$ cat src/rtl/ifid_hazard_stage_pkg.sv
// Shared pipeline definitions: instruction field positions, NOP encoding, stall FSM states.
package pipe_pkg;

  localparam int RS_MSB  = 25;
  localparam int RS_LSB  = 21;
  localparam int RT_MSB  = 20;
  localparam int RT_LSB  = 16;
  localparam int RD_MSB  = 15;
  localparam int RD_LSB  = 11;
  localparam int IMM_MSB = 15;
  localparam int IMM_LSB = 0;

  localparam logic [31:0] NOP_INSTR = 32'h0;
  localparam logic [4:0]  REG_ZERO  = 5'd0;

  typedef enum logic {
    ST_RUN  = 1'b0,
    ST_HOLD = 1'b1
  } stall_state_e;

  function automatic logic [31:0] sign_ext16(input logic [15:0] v);
    return {{16{v[15]}}, v};
  endfunction

endpackage

$ cat src/rtl/ifid_hazard_stage_hazard_detect.sv
// Load-use hazard compare: the load in EX writes a register the instruction in ID may read.
module hazard_detect
  import pipe_pkg::*;
(
  input  logic       valid_i,
  input  logic       mem_to_reg_i,
  input  logic [4:0] ex_rt_i,
  input  logic [4:0] rs_i,
  input  logic [4:0] rt_i,
  output logic       hazard_o
);

  // Rt is compared even for instructions that never read it; a spurious stall is safe.
  assign hazard_o = valid_i & mem_to_reg_i & (ex_rt_i != REG_ZERO) &
                    ((ex_rt_i == rs_i) | (ex_rt_i == rt_i));

endmodule

$ cat src/rtl/ifid_hazard_stage.sv
// IF/ID register with load-use stall control (RUN/HOLD FSM, 4-bit stall counter).
// Optional HAZARD_STATS_EN adds a saturating stall_count output.
module ifid_hazard_stage
  import pipe_pkg::*;
#(
  parameter int LOAD_STALL_CYCLES = 1,
  parameter int PC_W              = 32
) (
  input  logic            clk,
  input  logic            rst_n,
  input  logic            fetch_valid,
  input  logic [31:0]     instr_in,
  input  logic [PC_W-1:0] pc_in,
  input  logic            flush,
  input  logic            ex_MemToReg,
  input  logic [4:0]      ex_Rt_a,
  output logic            pc_write,
  output logic            valid_out,
  output logic [31:0]     instr_out,
  output logic [PC_W-1:0] pc_out,
  output logic [4:0]      Rs_a,
  output logic [4:0]      Rt_a,
  output logic [4:0]      Rd_a,
  output logic [31:0]     immediate,
  output logic            bubble
`ifdef HAZARD_STATS_EN
  ,
  output logic [31:0]     stall_count
`endif
);

  localparam logic [3:0] HOLD_INIT =
    (LOAD_STALL_CYCLES > 1) ? 4'(LOAD_STALL_CYCLES - 2) : 4'd0;

  logic [31:0]     instr_q, instr_d;
  logic [PC_W-1:0] pc_q, pc_d;
  logic            valid_q, valid_d;
  stall_state_e    state_q, state_d;
  logic [3:0]      cnt_q, cnt_d;
  logic            hazard;
  logic            hz_stall;

  hazard_detect u_hazard_detect (
    .valid_i      (valid_q),
    .mem_to_reg_i (ex_MemToReg),
    .ex_rt_i      (ex_Rt_a),
    .rs_i         (Rs_a),
    .rt_i         (Rt_a),
    .hazard_o     (hazard)
  );

  always_comb begin
    instr_d  = instr_q;
    pc_d     = pc_q;
    valid_d  = valid_q;
    state_d  = state_q;
    cnt_d    = cnt_q;
    hz_stall = 1'b0;
    if (flush) begin
      instr_d = NOP_INSTR;
      pc_d    = '0;
      valid_d = 1'b0;
      state_d = ST_RUN;
      cnt_d   = 4'd0;
    end else begin
      case (state_q)
        ST_RUN: begin
          if (hazard) begin
            hz_stall = 1'b1;
            if (LOAD_STALL_CYCLES > 1) begin
              state_d = ST_HOLD;
              cnt_d   = HOLD_INIT;
            end
          end else begin
            valid_d = fetch_valid;
            instr_d = fetch_valid ? instr_in : NOP_INSTR;
            pc_d    = pc_in;
          end
        end
        ST_HOLD: begin
          // Stall runs to completion; the hazard is not re-checked here.
          hz_stall = 1'b1;
          if (cnt_q == 4'd0) state_d = ST_RUN;
          else               cnt_d   = cnt_q - 4'd1;
        end
        default: state_d = ST_RUN;
      endcase
    end
  end

  always_ff @(posedge clk or negedge rst_n) begin
    if (!rst_n) begin
      instr_q <= NOP_INSTR;
      pc_q    <= '0;
      valid_q <= 1'b0;
      state_q <= ST_RUN;
      cnt_q   <= 4'd0;
    end else begin
      instr_q <= instr_d;
      pc_q    <= pc_d;
      valid_q <= valid_d;
      state_q <= state_d;
      cnt_q   <= cnt_d;
    end
  end

  // A flush forces a bubble but lets the PC advance to the redirect target.
  assign bubble   = rst_n & (flush | hz_stall);
  assign pc_write = ~rst_n | flush | ~hz_stall;

  assign valid_out = valid_q;
  assign instr_out = instr_q;
  assign pc_out    = pc_q;
  assign Rs_a      = instr_q[RS_MSB:RS_LSB];
  assign Rt_a      = instr_q[RT_MSB:RT_LSB];
  assign Rd_a      = instr_q[RD_MSB:RD_LSB];
  assign immediate = sign_ext16(instr_q[IMM_MSB:IMM_LSB]);

`ifdef HAZARD_STATS_EN
  logic [31:0] stall_cnt_q, stall_cnt_d;

  always_comb begin
    stall_cnt_d = stall_cnt_q;
    if (hz_stall && (stall_cnt_q != 32'hFFFF_FFFF)) stall_cnt_d = stall_cnt_q + 32'd1;
  end

  always_ff @(posedge clk or negedge rst_n) begin
    if (!rst_n) stall_cnt_q <= 32'd0;
    else        stall_cnt_q <= stall_cnt_d;
  end

  assign stall_count = stall_cnt_q;
`endif

endmodule

$ cat config.mk
export PLATFORM = sky130hd
export DESIGN_NAME = ifid_hazard_stage
export DESIGN_NICKNAME = d
export VERILOG_FILES = /design/src/rtl/ifid_hazard_stage_pkg.sv /design/src/rtl/ifid_hazard_stage_hazard_detect.sv /design/src/rtl/ifid_hazard_stage.sv
export SDC_FILE = /design/constraint.sdc
export NUM_CORES = 1
export LEC_CHECK = 0
export ABC_AREA = 1
export CAP_MARGIN = 10
export CELL_PAD_IN_SITES_DETAIL_PLACEMENT = 0
export CELL_PAD_IN_SITES_GLOBAL_PLACEMENT = 1
export CORE_MARGIN = 2
export CORE_UTILIZATION = 25
export CTS_CLUSTER_DIAMETER = 50
export DETAILED_ROUTE_END_ITERATION = 7
export PLACE_DENSITY_LB_ADDON = 0.1
export REMOVE_ABC_BUFFERS = 1
export SLEW_MARGIN = 20
export SYNTH_ARGS = -nofsm -noshare
export SYNTH_HDL_FRONTEND = slang
export SYNTH_SLANG_ARGS = --single-unit
$ cat constraint.sdc
create_clock -name clk -period 1.3 [get_ports clk]
set_clock_uncertainty 0.05 [all_clocks]
set_input_delay 0.13 -clock clk [delete_from_list [all_inputs] [get_ports clk]]
set_output_delay 0.13 -clock clk [all_outputs]
set_load 0.02 [all_outputs]
Word-level counts from Yosys, hierarchy flattened
Cells that the tools add are included.
- bits in registers: 70
- input port bits: 74
- output and inout bits: 114
- word-level logic and storage cells: 46
- add/subtract/negate cells: 1
- eq/ne operators: 5
- multiplexer cells: 19
- bitwise logic cells: 11
- reductions and logical operators: 5
- operator list (kind ; number):
    two-way mux 32 bit ; 7
    two-way mux 4 bit ; 3
    == test 5 bit ; 2
    two-way mux 1 bit ; 8
    inequality test 2 bit, second input constant ; 3
    nonzero test 5 bit ; 1
    AND 1 bit ; 4
    logical NOT 4 bit ; 1
    OR 1 bit ; 4
    AND reduction 2 bit ; 2
    subtractor 4 x 1 -> 4 bit, second input constant ; 1
    inverter 1 bit ; 3
    case mux 1 bit (2 select lines) ; 1
    nonzero test 2 bit ; 1

Longest topological paths before layout
- depth in word-level cells: 8
- gate-level depth with buffers: 12

By module
Synthesis repeated with hierarchy kept, for this count alone.
- cell total of the unflattened synthesis: 411
- area, all modules: 3355.7 µm²
- modules (own cells, without submodules) (module ; instances ; cells an instance ; area each (µm²) ; seq. area each (µm²)):
    ifid_hazard_stage ; 1 ; 366 ; 3153.0 ; 1751.7
    hazard_detect ; 1 ; 45 ; 202.7 ; 0.0

Worst setup path after synthesis
Ideal clock, no wire load.
- kind: register to output
- start: register instr_q[20], in the netlist instr_out[20]
- end: output port pc_write
- arrival: 1.409 ns
- data required time: 1.120 ns
- setup slack: -0.289 ns
- stages on the path, launching flop included: 12
- cells stage by stage: dfrtp_1 inv_1 nand2_1 nand2_1 nor2_1 nand3_1 nand2_1 nand3_1 nand2_2 buf_6 buf_6 nand2_1
- word-level cells in the longest chain between the ends: 8
- ends and longest elaborated chain (item ; line ; text):
    start: declaration ; ifid_hazard_stage.sv:35 ; logic [31:0] instr_q, instr_d;
    start signal: assignment ; ifid_hazard_stage.sv:99 ; instr_q <= instr_d;
    == test 5 bit ; ifid_hazard_stage_hazard_detect.sv:15 ; ((ex_rt_i == rs_i) | (ex_rt_i == rt_i));
    OR 1 bit ; ifid_hazard_stage_hazard_detect.sv:15 ;
    AND 1 bit ; ifid_hazard_stage_hazard_detect.sv:14 ; assign hazard_o = valid_i & mem_to_reg_i & (ex_rt_i != REG_ZERO) &
    two-way mux 1 bit ; ifid_hazard_stage.sv:68 ; if (hazard) begin
    case mux 1 bit (2 select lines) ; ifid_hazard_stage.sv:66 ; case (state_q)
    two-way mux 1 bit ; ifid_hazard_stage.sv:59 ; if (flush) begin
    inverter 1 bit ; ifid_hazard_stage.sv:109 ; assign pc_write = ~rst_n | flush | ~hz_stall;
    OR 1 bit ; ifid_hazard_stage.sv:109 ;
    end: declaration ; ifid_hazard_stage.sv:17 ; output logic pc_write,
Every way passes these cells.

Worst setup path after layout
- start: register instr_q[21], in the netlist instr_out[21]
- end: output port pc_write
Same word-level chain as after synthesis.

==> Flow_metrics.wiki <==
{| class="wikitable"
! Metric !! Value
|-
| FMAX || 0.571 GHz
|-
| Post-route clock period utilization || 1.35
|-
| Number of placed I/O pins || 188
|-
| Mean routed wirelength per cell || 14.9 µm
|-
| Synthesized flop and latch total || 70
|-
| Count of port buffers added during placement || 187
|-
| Setup WS post-layout || -0.451 ns
|-
| Worst Path Max Fanout || 3
|-
| Register-to-register path setup slack || -0.40 ns
|-
| Fill count || 1474
|-
| Path type of the worst min-delay path || in2reg
|-
| Unrepaired setup endpoints after global routing || true
|-
| Final hold slack || 0.308 ns
|-
| Floorplan row count || 43
|-
| Count of maximum capacitance violations || 0
|-
| Source of the critical timing path || instr_out[21]
|-
| Clk Latency, worst-skew pair || 0.33 ns
|-
| HPWL after detailed placement || 7590 µm
|-
| Root Buffer || sky130_fd_sc_hd__clkbuf_16
|-
| Worst flop-to-flop path startpoint || instr_out[21]
|-
| Die X || 123 µm
|-
| Total core area || 0.0139 mm²
|-
| CTS tree || yes
|-
| Final antenna-violating net count || 0
|-
| Final wirelength || 11300 µm
|-
| Proportion of layout cells with a drive suffix above 1 || 0.175
|-
| Arrival @ worst endpoint || 1.57 ns
|-
| Internal Dissipation || 4.25 mW
|-
| Reg2reg path depth || 10
|-
| Total power density per cell area || 1060 mW/mm²
|-
| Element type at the critical path end || output pin
|-
| Worst hold path cell count || 3
|-
| Register share of total power || 0.405
|-
| Reg clk slew, reported paths || 0.06 ns
|-
| Global route total overflow || 0
|-
| Last weighted congestion value of the routability-driven placer || 0.742
|-
| Most common cell after layout, fill and taps aside || sky130_fd_sc_hd__nand2_1
|-
| Setup Crit Path Kind || reg2out
|-
| Starting DRT DRC Count || 129
|-
| CTS Sinks || 70
|-
| Part of the total power dissipated in the clock network || 0.432
|-
| Rel. slew slack || 0.522
|-
| Commonest cells after routing, fill and taps aside || sky130_fd_sc_hd__nand2_1 (155), sky130_fd_sc_hd__dlygate4sd2_1 (72), sky130_fd_sc_hd__clkdlybuf4s50_1 (71)
|-
| Initial antenna violation count || 0
|-
| Cell taking the most area after synthesis || sky130_fd_sc_hd__dfrtp_1
|-
| TNS Setup || -24.93 ns
|-
| Area share of the leading cell type in the synthesized netlist || 0.494
|-
| Comb power frac || 0.163
|-
| Distinct cell type count after synthesis || 20
|-
| Reg-to-reg critical path endpoint || pc_out[29]
|-
| Failing checks || negative setup slack
|-
| CP required || 1.12 ns
|-
| Yosys warning count || 0
|-
| Area growth from synthesis to final layout || 52.8%
|-
| Die Ht || 123 µm
|-
| Startpoint of the tightest hold check path || instr_in[26]
|-
| Switching share of power || 0.262
|-
| Summed instance area of the synthesized netlist || 0.00355 mm²
|-
| First-pass GRT wire length || 17100 µm
|-
| Switch Pwr || 1.51 mW
|-
| Fin nets || 653
|-
| Status || finished, violations left
|-
| Sequential fraction of the synthesis area || 0.494
|-
| Count of H-tree levels built during CTS || 3
|-
| Gate Count Post-Synth || 422
|-
| Count of antenna diodes in the layout || 0
|-
| Deepest clock path buffer count || 2
|-
| Total die area || 0.0152 mm²
|-
| Detailed Routing Iterations Pass 1 || 4
|-
| Final Non-Filler Cells || 762
|-
| Average vias per placed instance || 4.41
|-
| Fraction of the core area covered by cells at the end of the flow || 0.390
|-
| Setup-violating endpoint count in the final report || 68
|-
| Per-instance average area after synthesis || 8.40 µm²
|-
| Fin. max-slew vios || 0
|-
| Top cells by area, synth || sky130_fd_sc_hd__dfrtp_1 (49%), sky130_fd_sc_hd__nand2_1 (17%), sky130_fd_sc_hd__nand4_1 (11%)
|-
| Initial Util || 0.255
|-
| # DRC || 0
|-
| Pin count of the biggest net entering global routing || 66
|-
| Reported leakage power || 3.00 nW
|-
| Vias in the first global route || 3118
|-
| Overall global routing resource usage || 0.150
|-
| Number of buffers created by CTS || 9
|-
| Time the worst path needs with I/O delays and setup || 1.75 ns
|-
| Tightest Pin Transition || 0.717 ns
|-
| Power Total || 5.76 mW
|-
| Destination of the worst hold path || instr_out[26]
|-
| Post-placement cell count || 744
|-
| Detailed-route via count || 3360
|-
| Final hold violation count || 0
|-
| Worst VDD drop || 0.427 mV
|-
| Worst Setup Start Kind || flop
|}
-- synthesized netlist by cell type --
cell,instances
sky130_fd_sc_hd__a21oi_1,1
sky130_fd_sc_hd__buf_1,7
sky130_fd_sc_hd__buf_12,1
sky130_fd_sc_hd__buf_2,3
sky130_fd_sc_hd__buf_4,48
sky130_fd_sc_hd__buf_6,8
sky130_fd_sc_hd__clkbuf_1,7
sky130_fd_sc_hd__dfrtp_1,70
sky130_fd_sc_hd__ha_1,2
sky130_fd_sc_hd__inv_1,18
sky130_fd_sc_hd__inv_2,4
sky130_fd_sc_hd__nand2_1,158
sky130_fd_sc_hd__nand2_2,1
sky130_fd_sc_hd__nand3_1,9
sky130_fd_sc_hd__nand4_1,65
sky130_fd_sc_hd__nor2_1,13
sky130_fd_sc_hd__nor3_1,2
sky130_fd_sc_hd__o21ai_0,2
sky130_fd_sc_hd__o22ai_1,1
sky130_fd_sc_hd__xnor2_1,2
-- flip-flops by register name, indices dropped and copies added, names as in the netlist --
signal / count
cnt_q: 4
instr_out: 32
pc_out: 32
state_q: 1
valid_out: 1
-- how the worst max path moves through the flow --
| stage | to | slack [ns] | depth (start not counted) |
|---|---|---|---|
| 2_1_floorplan | instr_out[15] | -1.63 | 2 |
| 3_3_place_gp | bubble | -0.92 | 12 |
| 3_5_place_dp | pc_out[22] | -0.97 | 10 |
| 4_1_cts | bubble | -0.48 | 11 |
| 5_1_grt | bubble | -0.63 | 11 |
| 6_report | pc_write | -0.45 | 10 |
-- cell type report --
type,instances,area (µm²),area share
inverters,22,82.6,0.0152
clock buffers,10,239,0.0441
multi-input cells,256,1190,0.219
repair buffers,218,1870,0.345
clock inverters,6,61.3,0.0113
well taps,180,225,0.0416
flip-flops and latches,70,1750,0.323
-- cells by family after synthesis --
family	share of synthesized area
adders and majority gates	0.00706
xor gates and xnor gates	0.00494
DFF	0.494
buffers and inverters	0.175
AOI/OAI and AO/OA	0.00600
and+or+nand+nor	0.313
-- power by group through the flow --
| stage | clock network [mW] | logic, mW | registers, mW |
|---|---|---|---|
| 2_1_floorplan | 0 | 0.159 | 2.58 |
| 3_3_place_gp | 0 | 1.07 | 2.38 |
| 3_5_place_dp | 0 | 1.07 | 2.38 |
| 4_1_cts | 2.57 | 0.952 | 2.34 |
| 5_1_grt | 2.70 | 1.03 | 2.35 |
| 6_report | 2.49 | 0.942 | 2.33 |
-- metal layers --
metal  vias up  GRT usage  routed length [µm]
met3        11     0.0558                1140
met2       136      0.216                4970
li1       1647          -                   -
met4         0     0.0625                 176
met5         -          0                   0
met1      1566      0.202                5050
-- critical path, cell delays in order (launching register included) --
cell	delay, ns
sky130_fd_sc_hd__dfrtp_1	0.37
sky130_fd_sc_hd__nand2_1	0.08
sky130_fd_sc_hd__inv_1	0.07
sky130_fd_sc_hd__nor2_1	0.04
sky130_fd_sc_hd__nor2_1	0.11
sky130_fd_sc_hd__nand3_1	0.10
sky130_fd_sc_hd__nand2_2	0.09
sky130_fd_sc_hd__nand3_1	0.08
sky130_fd_sc_hd__nand2_2	0.10
sky130_fd_sc_hd__nand2_1	0.07
sky130_fd_sc_hd__buf_6	0.13
-- metrics by stage --
| step | instance area, µm² | setup slack, ns |
|---|---|---|
| final | 5420 | -0.451 |
| after global routing | 5420 | -0.634 |
| after CTS | 5390 | -0.483 |
| after detailed placement | 5350 | -0.975 |
| after global placement | 5350 | -0.919 |
| after floorplan | 3010 | -1.63 |
-- timing repair --
action	4_1_cts	5_1_grt
gates resized for setup	250	13
endpoints found under the setup margin	179	74
buffers inserted	0	1
hold endpoints to repair	70	0
hold buffers	1	0
Power figures use the tool's default switching activity.
